**src/rtl/cheri_mem_arbiter.sv**
```systemverilog
// cheri_mem_arbiter: shares one single-port RAM between a tsmap reader, a data port and an instruction port.
// Latency: grants are combinational in the request cycle; rvalid/err/rdata follow exactly one cycle later.
// Backpressure: tsmap is never stalled; data/instr wait (gnt=0) while a higher-priority requester owns the RAM.
//
// Ports:
//   clk_i, rstn_i                    clock, asynchronous active-low reset
//   tsmap_cs_i/addr_i/rdata_o        tsmap read port (word address), highest priority, no grant handshake
//   data_req_i/gnt_o/rvalid_o/err_o  data port handshake and response
//   data_we_i/be_i/addr_i/wdata_i    data access attributes (byte address)
//   data_rdata_o                     data read data
//   instr_req_i/gnt_o/rvalid_o/err_o instruction port handshake and response
//   instr_addr_i/rdata_o             instruction byte address and read data
//   ram_cs_o/we_o/be_o/addr_o/wdata_o  RAM command (word address)
//   ram_rdata_i                      RAM read data, valid one cycle after ram_cs_o

module cheri_mem_arbiter #(
  parameter int unsigned DataWidth   = 33,
  parameter logic [31:0] RamBase     = 32'h200f_0000,
  parameter int unsigned RamAw       = 14,
  parameter int unsigned StarveLimit = 8
) (
  input  logic                 clk_i,
  input  logic                 rstn_i,

  input  logic                 tsmap_cs_i,
  input  logic [RamAw-1:0]     tsmap_addr_i,
  output logic [DataWidth-1:0] tsmap_rdata_o,

  input  logic                 data_req_i,
  output logic                 data_gnt_o,
  output logic                 data_rvalid_o,
  output logic                 data_err_o,
  input  logic                 data_we_i,
  input  logic [3:0]           data_be_i,
  input  logic [31:0]          data_addr_i,
  input  logic [DataWidth-1:0] data_wdata_i,
  output logic [DataWidth-1:0] data_rdata_o,

  input  logic                 instr_req_i,
  output logic                 instr_gnt_o,
  output logic                 instr_rvalid_o,
  output logic                 instr_err_o,
  input  logic [31:0]          instr_addr_i,
  output logic [DataWidth-1:0] instr_rdata_o,

  output logic                 ram_cs_o,
  output logic                 ram_we_o,
  output logic [3:0]           ram_be_o,
  output logic [RamAw-1:0]     ram_addr_o,
  output logic [DataWidth-1:0] ram_wdata_o,
  input  logic [DataWidth-1:0] ram_rdata_i
);

  localparam int unsigned CntW = $clog2(StarveLimit + 1);
  localparam logic [CntW-1:0] CntMax = CntW'(StarveLimit);
  // One past the last RAM byte, computed in 33 bits so a RAM ending at 4 GiB does not wrap.
  localparam logic [32:0] RamEnd = {1'b0, RamBase} + (33'd1 << (RamAw + 2));

  // Who owns the response slot in the cycle after a grant.
  typedef enum logic [1:0] {
    OWN_NONE  = 2'd0,
    OWN_DATA  = 2'd1,
    OWN_INSTR = 2'd2
  } owner_e;

  function automatic logic f_in_range(input logic [31:0] a);
    return (a >= RamBase) && ({1'b0, a} < RamEnd);
  endfunction

  function automatic logic [RamAw-1:0] f_word(input logic [31:0] a);
    return RamAw'((a - RamBase) >> 2);
  endfunction

  // --------------------------------------------------------------------------
  // State
  // --------------------------------------------------------------------------
  owner_e          r_owner;
  logic            r_err;
  logic            r_we;
  logic            r_ts_pend;
  logic [CntW-1:0] r_starve;

  // --------------------------------------------------------------------------
  // Arbitration
  // --------------------------------------------------------------------------
  logic             w_ts_sel;
  logic             w_promote;
  logic             w_data_gnt;
  logic             w_instr_gnt;
  logic             w_data_inr;
  logic             w_instr_inr;
  logic [RamAw-1:0] w_data_word;
  logic [RamAw-1:0] w_instr_word;

  // Grants are forced low during reset so nothing downstream sees a handshake.
  assign w_ts_sel    = rstn_i & tsmap_cs_i;
  assign w_promote   = (r_starve == CntMax);
  assign w_data_gnt  = rstn_i & ~tsmap_cs_i & data_req_i  & ~(w_promote & instr_req_i);
  assign w_instr_gnt = rstn_i & ~tsmap_cs_i & instr_req_i & (w_promote | ~data_req_i);

  assign w_data_inr   = f_in_range(data_addr_i);
  assign w_instr_inr  = f_in_range(instr_addr_i);
  assign w_data_word  = f_word(data_addr_i);
  assign w_instr_word = f_word(instr_addr_i);

  assign data_gnt_o  = w_data_gnt;
  assign instr_gnt_o = w_instr_gnt;

  // --------------------------------------------------------------------------
  // RAM command: out-of-range grants are answered with err and never touch the RAM.
  // --------------------------------------------------------------------------
  logic                 w_ram_cs;
  logic                 w_ram_we;
  logic [3:0]           w_ram_be;
  logic [RamAw-1:0]     w_ram_addr;
  logic [DataWidth-1:0] w_ram_wdata;

  always_comb begin
    w_ram_cs    = 1'b0;
    w_ram_we    = 1'b0;
    w_ram_be    = 4'h0;
    w_ram_addr  = '0;
    w_ram_wdata = '0;
    if (w_ts_sel) begin
      w_ram_cs   = 1'b1;
      w_ram_be   = 4'hF;
      w_ram_addr = tsmap_addr_i;
    end else if (w_data_gnt && w_data_inr) begin
      w_ram_cs    = 1'b1;
      w_ram_we    = data_we_i;
      w_ram_be    = data_be_i;
      w_ram_addr  = w_data_word;
      w_ram_wdata = data_wdata_i;
    end else if (w_instr_gnt && w_instr_inr) begin
      w_ram_cs   = 1'b1;
      w_ram_be   = 4'hF;
      w_ram_addr = w_instr_word;
    end
  end

  assign ram_cs_o    = w_ram_cs;
  assign ram_we_o    = w_ram_we;
  assign ram_be_o    = w_ram_be;
  assign ram_addr_o  = w_ram_addr;
  assign ram_wdata_o = w_ram_wdata;

  // --------------------------------------------------------------------------
  // Response slot and starvation counter
  // --------------------------------------------------------------------------
  always_ff @(posedge clk_i or negedge rstn_i) begin
    if (!rstn_i) begin
      r_owner   <= OWN_NONE;
      r_err     <= 1'b0;
      r_we      <= 1'b0;
      r_ts_pend <= 1'b0;
      r_starve  <= '0;
    end else begin
      r_ts_pend <= tsmap_cs_i;

      if (w_data_gnt) begin
        r_owner <= OWN_DATA;
        r_err   <= ~w_data_inr;
        r_we    <= data_we_i;
      end else if (w_instr_gnt) begin
        r_owner <= OWN_INSTR;
        r_err   <= ~w_instr_inr;
        r_we    <= 1'b0;
      end else begin
        r_owner <= OWN_NONE;
        r_err   <= 1'b0;
        r_we    <= 1'b0;
      end

      // Counts only consecutive denied cycles; saturates so tsmap can keep
      // winning without the promotion being lost.
      if (instr_req_i && !w_instr_gnt) begin
        if (r_starve != CntMax) begin
          r_starve <= r_starve + 1'b1;
        end
      end else begin
        r_starve <= '0;
      end
    end
  end

  // --------------------------------------------------------------------------
  // Response outputs: read data is only passed through for error-free reads.
  // --------------------------------------------------------------------------
  logic w_data_rsp;
  logic w_instr_rsp;

  assign w_data_rsp  = (r_owner == OWN_DATA);
  assign w_instr_rsp = (r_owner == OWN_INSTR);

  assign data_rvalid_o  = w_data_rsp;
  assign data_err_o     = w_data_rsp & r_err;
  assign data_rdata_o   = (w_data_rsp && !r_err && !r_we) ? ram_rdata_i : '0;

  assign instr_rvalid_o = w_instr_rsp;
  assign instr_err_o    = w_instr_rsp & r_err;
  assign instr_rdata_o  = (w_instr_rsp && !r_err) ? ram_rdata_i : '0;

  assign tsmap_rdata_o  = r_ts_pend ? ram_rdata_i : '0;

endmodule

```
**config.mk**
```make
export PLATFORM = sky130hd
export DESIGN_NAME = cheri_mem_arbiter
export DESIGN_NICKNAME = d
export VERILOG_FILES = /design/src/rtl/cheri_mem_arbiter.sv
export SDC_FILE = /design/constraint.sdc
export NUM_CORES = 1
export LEC_CHECK = 0
export ABC_CLOCK_PERIOD_IN_PS = 10700
export CAP_MARGIN = 20
export CELL_PAD_IN_SITES_DETAIL_PLACEMENT = 0
export CELL_PAD_IN_SITES_GLOBAL_PLACEMENT = 1
export CORE_AREA = 2 2 121 123
export DETAILED_ROUTE_END_ITERATION = 8
export DIE_AREA = 0 0 123 125
export HOLD_SLACK_MARGIN = 0.15
export PLACE_DENSITY_LB_ADDON = 0.1
export SLEW_MARGIN = 25
export SYNTH_ARGS = -nofsm -noshare
export SYNTH_HDL_FRONTEND = slang
export SYNTH_SLANG_ARGS = --single-unit
```
**constraint.sdc**
```tcl
create_clock -name clk_i -period 10.7 [get_ports clk_i]
set_clock_uncertainty 0.1 [all_clocks]
set_input_delay 3.21 -clock clk_i [delete_from_list [all_inputs] [get_ports clk_i]]
set_output_delay 3.21 -clock clk_i [all_outputs]
set_load 0.05 [all_outputs]
```
==> results of run 1 <==
## Yosys cell counts
cell and n:
a21oi_1 1, and3b_1 1, nor3b_1 1, o21ai_0 2
ha_1 2, nor4_1 1, or4_4 1, xnor2_1 1
and3_1 14, and4b_1 1, nor4_2 1, buf_2 2
nor2_1 1, nand4_1 1, or4b_1 2, buf_4 1
nand2_1 1, nand4b_1 1, a211oi_1 2, nor4b_1 2
a221o_1 6, o21a_1 1, xor2_1 1, o211ai_1 1
buf_6 1, dfrtp_1 9, clkbuf_2 3, nor3_1 2
or3_2 1, buf_12 1, nand2b_1 1, a211o_1 4
nor2b_1 4, a221o_2 8, nand3b_1 1, a211oi_2 1
inv_1 5, clkbuf_1 11, nand3_1 3, a2111oi_4 1
and2_1 137
## area by class of cell
class                      instances  area (um2)  area share
sequential                         9       225.2     0.04404
tap                              184       230.2     0.04502
clock buffer                       4       78.83     0.01541
timing repair buffer             311        3103      0.6068
inverter                           5       18.77    0.003670
multi-input combinational        208        1458      0.2851
## power groups by stage
stage / logic [mW] / clock network, mW / registers [mW]
CTS: 0.169 / 0.0671 / 0.0392
detailed placement: 0.168 / 0 / 0.0396
floorplan: 0.0767 / 0 / 0.0375
global placement: 0.168 / 0 / 0.0395
global route: 0.176 / 0.0690 / 0.0396
finish: 0.167 / 0.0660 / 0.0390
## per-layer routing
metal	GRT usage	wire length, um	up-vias
met5	0	0	-
met4	0.01805	59	0
met3	0.03832	1292	5
met2	0.2684	5989	189
met1	0.1239	3608	1261
li1	-	-	1409
## worst max-delay path: cells and delay by family
kind / cells / cell delay [ns]
compound gates: 2 / 0.65
buf+inv: 3 / 1.55
simple gates: 2 / 0.96
## metrics by stage
stage | worst slack (ns) | cells
global placement | 0.9814 | 717
global route | 0.6868 | 721
floorplan | 1.566 | 241
detailed placement | 0.9251 | 717
CTS | 0.9063 | 721
finish | 1.007 | 721
## worst paths after layout
path / startpoint / end / slack, ns / cells after the start
max: rstn_i / ram_addr_o[5] / 1.01 / 7
min: r_starve[2]$_DFFE_PN0P_ / r_starve[2]$_DFFE_PN0P_ / 0.50 / 2
max reg2reg: r_starve[0]$_DFFE_PN0P_ / r_we$_DFF_PN0_ / 8.91 / 5
min reg2reg: r_starve[2]$_DFFE_PN0P_ / r_starve[2]$_DFFE_PN0P_ / 0.50 / 2
max in group asynchronous: rstn_i / r_starve[2]$_DFFE_PN0P_ / 7.06 / 2
min in group asynchronous: rstn_i / r_we$_DFF_PN0_ / 3.23 / 2
## flip-flops by register name, summed over array words and instances, names as in the netlist
signal and flops:
r_err 1, r_owner 2, r_starve 4, r_ts_pend 1
r_we 1
## kinds of logic (layout without fill, tap and decap cells)
| group | count (synthesis) | count (layout) | synth area share |
|---|---|---|---|
| simple gates | 177 | 177 | 0.6311 |
| compound gates | 27 | 27 | 0.1506 |
| xor+xnor | 2 | 2 | 0.009765 |
| fa+ha+maj | 2 | 2 | 0.01394 |
| buf+inv | 24 | 320 | 0.06904 |
| flops | 9 | 9 | 0.1255 |
==> impl_metrics.csv, run 1 <==
group,metric,value,unit
synthesis,yosys.area.top_type,"and2_1",
cells_and_area,syn_to_final_growth,185.0,%
synthesis,ys_seq_area_frac,0.1255,
synthesis,syn_nets,397,
floorplan,ioPinCount,312,
placement,post_dp_cell_area,5035,um2
floorplan,rows,44,
synthesis,syn-cell-area,1794,um2
worst_setup_path,required,7.39,ns
clock_network,clk_pin_slew,0.04,ns
sta,setup_viol,0,
global_routing,gr-usage-all-layers,0.1296,
clock_network,ctsHoldBuffers,0,
clock_network,root_buffer,"clkbuf_16",
clock_network,cts_tree,"built",
detailed_routing,drt.antenna.violating_nets,0,
placement,numPortBuffers,307,
sta,slew_headroom,0.4148,
sta,finalSetupTns,0,ns
global_routing,grt_overflow,0,
power,p_sw_frac,0.3745,
sta,grt_setup_unrepaired,"no",
synthesis,synth_seq_cells,9,
worst_setup_path,crit_path_end_kind,"output pin",
worst_setup_path,crit_arrival,6.38,ns
synthesis,netlist_instances,241,
floorplan,initial_utilization,0.1263,
cells_and_area,nets,694,
power,power_frac_seq,0.143,
floorplan,die_x,123,um
power,p_leak,1.976,nW
sta,fmax,0.1032,GHz
clock_network,clkSinkCount,9,
power,power_switching,0.1017,mW
clock_network,ctsResizeCount,0,
synthesis,yosys.area.top_type_share,0.4777,
job,cap_violations,0,
clock_network,htreeDepth,1,
power,power.internal,0.1699,mW
hold_path,hold_class,"register to register",
power,finalPower,0.2716,mW
cells_and_area,drive_above_1_share,0.04097,
global_routing,grt_max_degree,53,
sta,hold_viol_final,0,
cells_and_area,layout_commonest_cell,"clkdlybuf4s50_1",
synthesis,yosysWarnings,0,
detailed_routing,post_drt_wl_per_cell,15.19,um
cells_and_area,diodes,0,
clock_network,cts_made_buffers,3,
worst_setup_path,cp_cell_sequence,"clkdlybuf4s50_1 > buf_4 > nand2b_1 > a211oi_2 > and2_1 > a221o_2 > clkdlybuf4s50_1",
power,powerDensity,53.12,nW/um2
worst_setup_path,startpoint_type,"input pin",
clock_network,insertion_delay,0.23,ns
cells_and_area,fin_util,0.3600,
power,combPwrFrac,0.614,
sta,timing.hold.ws,0.4973,ns
cells_and_area,final_area,5114,um2
sta,fin_crit,9.693,ns
detailed_routing,drtIter0Drc,65,
sta,slew_viol_final,0,
clock_network,cts_setup_buffers,0,
worst_setup_path,slowest_stage,"clkdlybuf4s50_1",
global_routing,antenna_found_initial,0,
detailed_routing,vias_per_cell,3.972,
detailed_routing,wl,10.95,mm
worst_setup_path,max_stage_delay,0.82,ns
detailed_routing,vias,2864,
placement,place_hpwl,9.200,mm
placement,gp_congestion,0.7294,
floorplan,die_y,125,um
global_routing,grt_pass1_vias,2819,
cells_and_area,nFillCells,1454,
clock_network,clock_path_buffers,2,
floorplan,core-area,14200,um2
floorplan,fp.dieArea,15380,um2
detailed_routing,remaining_drc_errors,0,
global_routing,grt_pass1_wl,15.45,mm
power,ir_worst_vdd,0.03883,mV
cells_and_area,final_cell_mix,"307 x clkdlybuf4s50_1, 137 x and2_1, 14 x and3_1",
status,outcome,"finished, final reports clean",
synthesis,yosys-top-cells-area,"and2_1 48%, dfrtp_1 13%, a221o_2 5.0%",
power,pwr-share-clk,0.243,
synthesis,ys_types,41,
synthesis,syn_avg_cell_area,7.445,um2
worst_setup_path,path_common_cell,"clkdlybuf4s50_1",
sta,period_share,0.9059,
worst_setup_path,cp_max_fo,25,
detailed_routing,first_pass_iters,4,
worst_setup_path,path_class,"input pin to output pin",
sta,worst_pin_slew,0.8779,ns
Note: power is estimated with default switching activity, not from simulation.
==> run 2, diff against run 1 <==
SETUP_SLACK_MARGIN = 0.1   (was not set)
==> results of run 2 <==
The final DEF is identical to that of run 1; final timing and power are the same.
